<file path="src/rtl/leak_pkg.sv">
// Shared definitions for the leakage-load serializer: width defaults, FSM states
// and the saturating counter helper.
package leak_pkg;

  localparam int LOAD_W_DEF  = 64;
  localparam int SLICE_W_DEF = 8;
  localparam int CNT_W       = 16;

  typedef enum logic [1:0] {
    IDLE  = 2'd0,
    SHIFT = 2'd1,
    GAP   = 2'd2
  } leak_state_e;

  function automatic logic [CNT_W-1:0] sat_inc(input logic [CNT_W-1:0] v);
    logic [CNT_W-1:0] r;
    if (v == {CNT_W{1'b1}}) begin
      r = v;
    end else begin
      r = v + CNT_W'(1);
    end
    return r;
  endfunction

endpackage

</file>
<file path="src/rtl/leak_word_fifo.sv">
// Synchronous word FIFO with fall-through head; push/pop are guarded against
// full/empty so the pointers can never run past each other.
module leak_word_fifo
  import leak_pkg::*;
#(
  parameter int WIDTH = LOAD_W_DEF,
  parameter int DEPTH = 4
) (
  input  logic                     clk,
  input  logic                     rst,
  input  logic                     push,
  input  logic [WIDTH-1:0]         din,
  input  logic                     pop,
  output logic [WIDTH-1:0]         dout,
  output logic                     full,
  output logic                     empty,
  output logic [$clog2(DEPTH):0]   level
);

  localparam int PTR_W = $clog2(DEPTH);
  localparam int LVL_W = PTR_W + 1;

  logic [WIDTH-1:0] mem_r [DEPTH];
  logic [PTR_W-1:0] wr_ptr_r;
  logic [PTR_W-1:0] rd_ptr_r;
  logic [LVL_W-1:0] level_r;
  logic             push_s;
  logic             pop_s;

  assign full   = (level_r == LVL_W'(DEPTH));
  assign empty  = (level_r == {LVL_W{1'b0}});
  assign push_s = push & ~full;
  assign pop_s  = pop & ~empty;
  assign dout   = mem_r[rd_ptr_r];
  assign level  = level_r;

  // Storage array; data needs no reset since level gates every read.
  always_ff @(posedge clk) begin
    if (push_s) begin
      mem_r[wr_ptr_r] <= din;
    end
  end

  // Pointers wrap naturally because DEPTH is a power of two.
  always_ff @(posedge clk) begin
    if (rst) begin
      wr_ptr_r <= {PTR_W{1'b0}};
      rd_ptr_r <= {PTR_W{1'b0}};
      level_r  <= {LVL_W{1'b0}};
    end else begin
      if (push_s) begin
        wr_ptr_r <= wr_ptr_r + PTR_W'(1);
      end
      if (pop_s) begin
        rd_ptr_r <= rd_ptr_r + PTR_W'(1);
      end
      case ({push_s, pop_s})
        2'b10:   level_r <= level_r + LVL_W'(1);
        2'b01:   level_r <= level_r - LVL_W'(1);
        default: level_r <= level_r;
      endcase
    end
  end

endmodule

</file>
<file path="src/rtl/leak_load_serializer.sv">
// Buffers 64-bit leakage load words and streams them out LSB slice first as
// SLICE_W-bit valid/ready beats, with a forced idle gap between frames.
module leak_load_serializer
  import leak_pkg::*;
#(
  parameter int LOAD_W     = LOAD_W_DEF,
  parameter int SLICE_W    = SLICE_W_DEF,
  parameter int FIFO_DEPTH = 4,
  parameter int IDLE_GAP   = 2
) (
  input  logic                          clk,
  input  logic                          rst,
  input  logic [LOAD_W-1:0]             load_in,
  input  logic                          load_valid,
  input  logic                          en,
  output logic [SLICE_W-1:0]            tx_data,
  output logic                          tx_valid,
  output logic                          tx_last,
  input  logic                          tx_ready,
  output logic [$clog2(FIFO_DEPTH):0]   fifo_level,
  output logic [15:0]                   frame_cnt,
  output logic [15:0]                   drop_cnt
);

  localparam int BEATS    = LOAD_W / SLICE_W;
  localparam int BEAT_W   = (BEATS > 1) ? $clog2(BEATS) : 1;
  localparam int GAP_W    = (IDLE_GAP > 1) ? $clog2(IDLE_GAP) : 1;
  localparam int GAP_LAST = (IDLE_GAP > 0) ? IDLE_GAP - 1 : 0;
  localparam logic [BEAT_W-1:0] BEAT_END = BEAT_W'(BEATS - 1);
  localparam logic [GAP_W-1:0]  GAP_END  = GAP_W'(GAP_LAST);

  leak_state_e         state_r,     state_n;
  logic [LOAD_W-1:0]   shreg_r,     shreg_n;
  logic [BEAT_W-1:0]   beat_idx_r,  beat_idx_n;
  logic [GAP_W-1:0]    gap_cnt_r,   gap_cnt_n;
  logic                tx_valid_r,  tx_valid_n;
  logic                tx_last_r,   tx_last_n;
  logic [CNT_W-1:0]    frame_cnt_r, frame_cnt_n;
  logic [CNT_W-1:0]    drop_cnt_r,  drop_cnt_n;

  logic                fifo_full_s;
  logic                fifo_empty_s;
  logic [LOAD_W-1:0]   fifo_dout_s;
  logic                push_s;
  logic                drop_s;
  logic                pop_s;

  // Fullness is taken before any same-cycle pop, so a full FIFO always drops.
  assign push_s = load_valid & ~fifo_full_s;
  assign drop_s = load_valid & fifo_full_s;

  leak_word_fifo #(
    .WIDTH (LOAD_W),
    .DEPTH (FIFO_DEPTH)
  ) u_fifo (
    .clk   (clk),
    .rst   (rst),
    .push  (push_s),
    .din   (load_in),
    .pop   (pop_s),
    .dout  (fifo_dout_s),
    .full  (fifo_full_s),
    .empty (fifo_empty_s),
    .level (fifo_level)
  );

  assign tx_data   = shreg_r[SLICE_W-1:0];
  assign tx_valid  = tx_valid_r;
  assign tx_last   = tx_last_r;
  assign frame_cnt = frame_cnt_r;
  assign drop_cnt  = drop_cnt_r;

  // Next-state, datapath and pop decision for the frame FSM.
  always_comb begin
    state_n     = state_r;
    shreg_n     = shreg_r;
    beat_idx_n  = beat_idx_r;
    gap_cnt_n   = gap_cnt_r;
    tx_valid_n  = tx_valid_r;
    tx_last_n   = tx_last_r;
    frame_cnt_n = frame_cnt_r;
    pop_s       = 1'b0;

    if (drop_s) begin
      drop_cnt_n = sat_inc(drop_cnt_r);
    end else begin
      drop_cnt_n = drop_cnt_r;
    end

    case (state_r)
      IDLE: begin
        if (en && !fifo_empty_s) begin
          pop_s      = 1'b1;
          shreg_n    = fifo_dout_s;
          beat_idx_n = {BEAT_W{1'b0}};
          tx_valid_n = 1'b1;
          tx_last_n  = (BEAT_END == {BEAT_W{1'b0}});
          state_n    = SHIFT;
        end else begin
          state_n    = IDLE;
        end
      end
      SHIFT: begin
        if (tx_valid_r && tx_ready) begin
          if (beat_idx_r == BEAT_END) begin
            frame_cnt_n = frame_cnt_r + CNT_W'(1);
            tx_valid_n  = 1'b0;
            tx_last_n   = 1'b0;
            gap_cnt_n   = {GAP_W{1'b0}};
            state_n     = (IDLE_GAP > 0) ? GAP : IDLE;
          end else begin
            shreg_n     = shreg_r >> SLICE_W;
            beat_idx_n  = beat_idx_r + BEAT_W'(1);
            tx_last_n   = ((beat_idx_r + BEAT_W'(1)) == BEAT_END);
          end
        end else begin
          state_n = SHIFT;
        end
      end
      GAP: begin
        if (gap_cnt_r == GAP_END) begin
          state_n   = IDLE;
        end else begin
          gap_cnt_n = gap_cnt_r + GAP_W'(1);
        end
      end
      default: begin
        state_n    = IDLE;
        tx_valid_n = 1'b0;
        tx_last_n  = 1'b0;
      end
    endcase
  end

  // FSM and datapath registers; reset abandons any frame in flight.
  always_ff @(posedge clk) begin
    if (rst) begin
      state_r     <= IDLE;
      shreg_r     <= {LOAD_W{1'b0}};
      beat_idx_r  <= {BEAT_W{1'b0}};
      gap_cnt_r   <= {GAP_W{1'b0}};
      tx_valid_r  <= 1'b0;
      tx_last_r   <= 1'b0;
      frame_cnt_r <= {CNT_W{1'b0}};
      drop_cnt_r  <= {CNT_W{1'b0}};
    end else begin
      state_r     <= state_n;
      shreg_r     <= shreg_n;
      beat_idx_r  <= beat_idx_n;
      gap_cnt_r   <= gap_cnt_n;
      tx_valid_r  <= tx_valid_n;
      tx_last_r   <= tx_last_n;
      frame_cnt_r <= frame_cnt_n;
      drop_cnt_r  <= drop_cnt_n;
    end
  end

endmodule
</file>
<file path="config.mk">
export PLATFORM = sky130hd
export DESIGN_NAME = leak_load_serializer
export DESIGN_NICKNAME = d
export VERILOG_FILES = /design/src/rtl/leak_pkg.sv /design/src/rtl/leak_word_fifo.sv /design/src/rtl/leak_load_serializer.sv
export SDC_FILE = /design/constraint.sdc
export NUM_CORES = 1
export LEC_CHECK = 0
export BUFFER_PORTS_ARGS = -buffer_cell sky130_fd_sc_hd__buf_2
export CORE_ASPECT_RATIO = 2
export CORE_MARGIN = 2
export CORE_UTILIZATION = 46
export DETAILED_ROUTE_END_ITERATION = 8
export PLACE_DENSITY = 0.67
export SETUP_SLACK_MARGIN = 0.2
export SLEW_MARGIN = 10
export SYNTH_ARGS = -nofsm -noshare
export SYNTH_HDL_FRONTEND = slang
export SYNTH_SLANG_ARGS = --single-unit
</file>
<file path="constraint.sdc">
create_clock -name clk -period 2.6 [get_ports clk]
set_input_delay 0.13 -clock clk [delete_from_list [all_inputs] [get_ports clk]]
set_output_delay 0.13 -clock clk [all_outputs]
set_load 0.02 [all_outputs]
</file>
==> metrics.txt <==
share of post-route cells with drive strength above 1 0.238; number of synthesized flops with an enable pin 256; CP max FO 8; portion of the post-synthesis area used by sequential elements 0.704; detailed-routing iteration count for the pre-antenna-repair pass 4; highest-delay cell along the critical path dfxtp_1; share of synthesized area spent on multiplexers 0.104; area of all placed cells without fillers 17000 sq um; mean post-synth cell area 15.5 sq um; hold path cells 4; number of design rule violations left after detail routing 0; most frequently used flop master after synthesis edfxtp_1; share of the clock period used by the worst path 0.868; Worst R2R Setup Slack 0.34 ns; count of pins on the block boundary 114; worst reg2reg path depth 9; kind of end point of the critical path flip-flop; share of the synthesized area in compound gates (AO/OA/AOI/OAI) 0.0643; TritonCTS Buffers 31; post-synthesis simple-gate area fraction 0.0851; remaining global-route overflow 0; crit path DAT 2.76 ns; Layout Cells excl Fill 1474; peak clock frequency supported by timing 443 MHz; final standard cell utilization of the core 0.562; clock period minus final worst setup slack 2.26 ns; cell at the root of the clock tree clkbuf_16; detailed router's first-iteration violation count 553; count of mapped cells out of synthesis 910; most prevalent standard cell on the critical path inv_1; area after detailed placement 15200 sq um; CP required 3.10 ns; leakage power total 5.77 nW; worst flop-to-flop path startpoint u_fifo.level[2]$_SDFFE_PP0P_; start point of the worst hold path tx_ready; Clk Latency, worst-skew pair 0.58 ns; Max H-tree Level 1; final number of setup-violating endpoints 0; Clock transition at path regs 0.07 ns; vias after detailed routing 8227; max-cap viol count 0; number of pins exceeding their max-slew limit in the final report 0; effective utilization at floorplan 0.468; wire length per cell 20.1 microns; total count of hold-check failures in the final report 0; overall global routing resource usage 0.186; net count of the mapped netlist 990; final layout net count 1160; number of gates on the worst path with buffers counted 9; maximum VDD drop 0.000617 V; die extent in x 128 microns; nature of the critical path startpoint flip-flop; post-detail-place hpwl 18600 microns; post-synthesis share of cell area spent on xor and xnor gates 0.00805; combinational family with the most area after synthesis multiplexers; buffer depth of the longest clock path 3; RePlAce Congestion 0.773; final WL 29700 microns; total clock sinks 369; synthesized cell area 14100 sq um; count of different cell masters after synthesis 54; Post-Synth Adder-Cell Area 0.0103; RSZ-0062 raised after global routing false; Hold Crit Class in -> reg; maximum number of pins on one net before global-route repair 69; vias in the first global route 8299; Core Rows 90; Inst Count DP 1349; core area 30200 sq um; clock tree from TritonCTS yes; number of antenna violations at the first check in global routing 1; drt via density 5.58; async set or reset register ratio after synthesis 0; wire length of the first global-routing pass 45900 microns; setup repair bufs after CTS 0; Worst Hold Endpoint tx_valid$_SDFFE_PP0P_; Worst Clk Skew 0.0126 ns; post-detailed-route count of antenna-violating nets 0; start-to-end type of the worst setup path reg -> reg; P per Cell Area 952 nW/um^2; Syn. warnings 0; Area growth, synth to finish 20.1%; DIE AREA 32200 sq um; Worst slew margin 0.512; Port Buffer Count 113; critical register-to-register path endpoint u_fifo.level[2]$_SDFFE_PP0P_; CP top delay family adder cells; CP Buf/Inv Count 2; largest stage delay on the critical path 0.51 ns; Post-Route Setup TNS 0 ns; total of flip-flops plus latches after synthesis 369; transition at the pin with the smallest max-transition slack 0.732 ns; status finished clean; vertical die dimension 252 microns; ordered cell list for the critical path o31a_1 > nand2_2 > inv_1 > ha_1 > inv_1 > fa_1 > xor2_1 > or3_1 > a21oi_1
## layout by cell type, fill, tap and decap left out, types with 3 or more instances in the layout
| cell | instances |
|---|---|
| o221ai_1 | 56 |
| xor2_1 | 7 |
| dfxtp_1 | 111 |
| inv_6 | 3 |
| ha_1 | 10 |
| mux4_2 | 64 |
| clkinv_2 | 4 |
| o41ai_1 | 4 |
| or4_1 | 9 |
| a21oi_1 | 38 |
| and4_1 | 3 |
| xnor2_1 | 6 |
| clkbuf_16 | 32 |
| o21ai_1 | 3 |
| inv_1 | 15 |
| nor3_1 | 7 |
| nand2_1 | 21 |
| o21ai_0 | 9 |
| o31ai_1 | 10 |
| bufinv_16 | 5 |
| nor2_1 | 137 |
| nand3_1 | 22 |
| or3_1 | 9 |
| clkbuf_1 | 3 |
| buf_12 | 11 |
| buf_4 | 9 |
| clkinv_1 | 4 |
| nor3b_1 | 3 |
| buf_2 | 113 |
| dlygate4sd3_1 | 66 |
| and3_1 | 3 |
| nand4_1 | 6 |
| clkbuf_8 | 6 |
| and2_2 | 4 |
| edfxtp_1 | 256 |
| nand3b_1 | 3 |
## report_power, final
group	internal, mW	leakage, nW	switching (mW)
clock	2.92	0.551	2.06
combinational	1.53	1.94	1.90
sequential	7.20	3.27	0.525
total	11.7	5.77	4.49
## logic make-up (layout without fill, tap and decap cells)
| logic type | count (synthesis) | after routing |
|---|---|---|
| AO/OA/AOI/OAI | 127 | 127 |
| AND/OR/NAND/NOR | 246 | 246 |
| buffers and inverters | 77 | 272 |
| XOR/XNOR | 13 | 13 |
| other | 0 | 1 |
| adder cells (fa/ha/maj) | 11 | 11 |
| flip-flops | 369 | 369 |
| multiplexers | 67 | 67 |
## tightest hold or removal path, cell delays in order
cell	delay, ns
buf_2	0.14
a21oi_1	0.07
o21ai_0	0.15
a21oi_1	0.06
## Yosys cell counts (all sizes together), types with 3 or more instances
library cell,n,share of area
nand2,22,0.0058
edfxtp,256,0.54
mux4,64,0.10
buf,25,0.011
and4,3,0.0019
dfxtp,113,0.16
nand3b,3,0.0016
inv,15,0.0040
ha,10,0.0089
o41ai,4,0.0025
o31ai,10,0.0053
a21oi,38,0.013
and3,3,0.0013
clkbuf,37,0.0098
nor3,7,0.0025
nor3b,3,0.0016
o21ai,12,0.0042
xnor2,6,0.0037
or4,9,0.0048
or2,4,0.0018
nand3,22,0.0078
and2,4,0.0018
nor2,137,0.036
or3,10,0.0048
o221ai,56,0.035
nand4,7,0.0042
xor2,7,0.0043
## how the worst max path moves through the flow
stage	from	to	slack (ns)
after global placement	beat_idx_r[0]$_SDFFE_PP0P_	shreg_r[6]$_SDFFE_PP0P_	0.32
after CTS	beat_idx_r[0]$_SDFFE_PP0P_	shreg_r[1]$_SDFFE_PP0P_	0.23
after global routing	u_fifo.level[2]$_SDFFE_PP0P_	u_fifo.level[2]$_SDFFE_PP0P_	0.21
final	u_fifo.level[2]$_SDFFE_PP0P_	u_fifo.level[2]$_SDFFE_PP0P_	0.34
after floorplan	u_fifo.level[1]$_SDFFE_PP0P_	u_fifo.mem_r[0][0]$_DFFE_PP_	0.21
after detailed placement	beat_idx_r[0]$_SDFFE_PP0P_	shreg_r[1]$_SDFFE_PP0P_	0.25
## repair_timing
action                                  4_1_cts  5_1_grt
endpoints found under the hold margin       258        0
endpoints found under the setup margin        0       32
gates resized for setup                       0        1
hold buffers                                 66        0
## area by class of cell
| class | instances | area (sq um) |
|---|---|---|
| multi-input cells | 464 | 3870 |
| well taps | 368 | 460 |
| clock buffers | 41 | 895 |
| diodes | 1 | 2.50 |
| repair buffers | 199 | 1510 |
| fillers | 2396 | 13200 |
| clock inverters | 17 | 220 |
| inverters | 15 | 56.3 |
| flip-flops and latches | 369 | 9950 |
## registers in the layout (all words and copies together), names as in the netlist, named ones only
| register | cells |
|---|---|
| state_r | 2 |
| shreg_r | 64 |
| beat_idx_r | 3 |
| tx_valid | 1 |
| frame_cnt | 16 |
| drop_cnt | 16 |
| u_fifo.mem_r | 256 |
| gap_cnt_r | 1 |
| u_fifo.wr_ptr_r | 2 |
| tx_last | 1 |
| u_fifo.rd_ptr_r | 2 |
| u_fifo.level | 3 |
## stage by stage
| stage | worst slack, ns | total power, mW | hold slack [ns] |
|---|---|---|---|
| global placement | 0.320 | 11.2 | 0.340 |
| floorplan | 0.212 | 10.1 | 0.229 |
| finish | 0.344 | 16.2 | 0.0340 |
| global route | 0.206 | 16.9 | 0.0456 |
| CTS | 0.228 | 16.4 | 0.00682 |
| detailed placement | 0.247 | 11.3 | 0.345 |
## metal layers
layer  vias to the layer above  part of all wire  global-route usage
met2                       187              0.57               0.361
met4                         0             0.034              0.0703
met5                         -                 0                   0
li1                       3879                 -                   -
met3                        53             0.037              0.0212
met1                      4108              0.36               0.202
No activity file was read; power rests on OpenSTA's default activity.
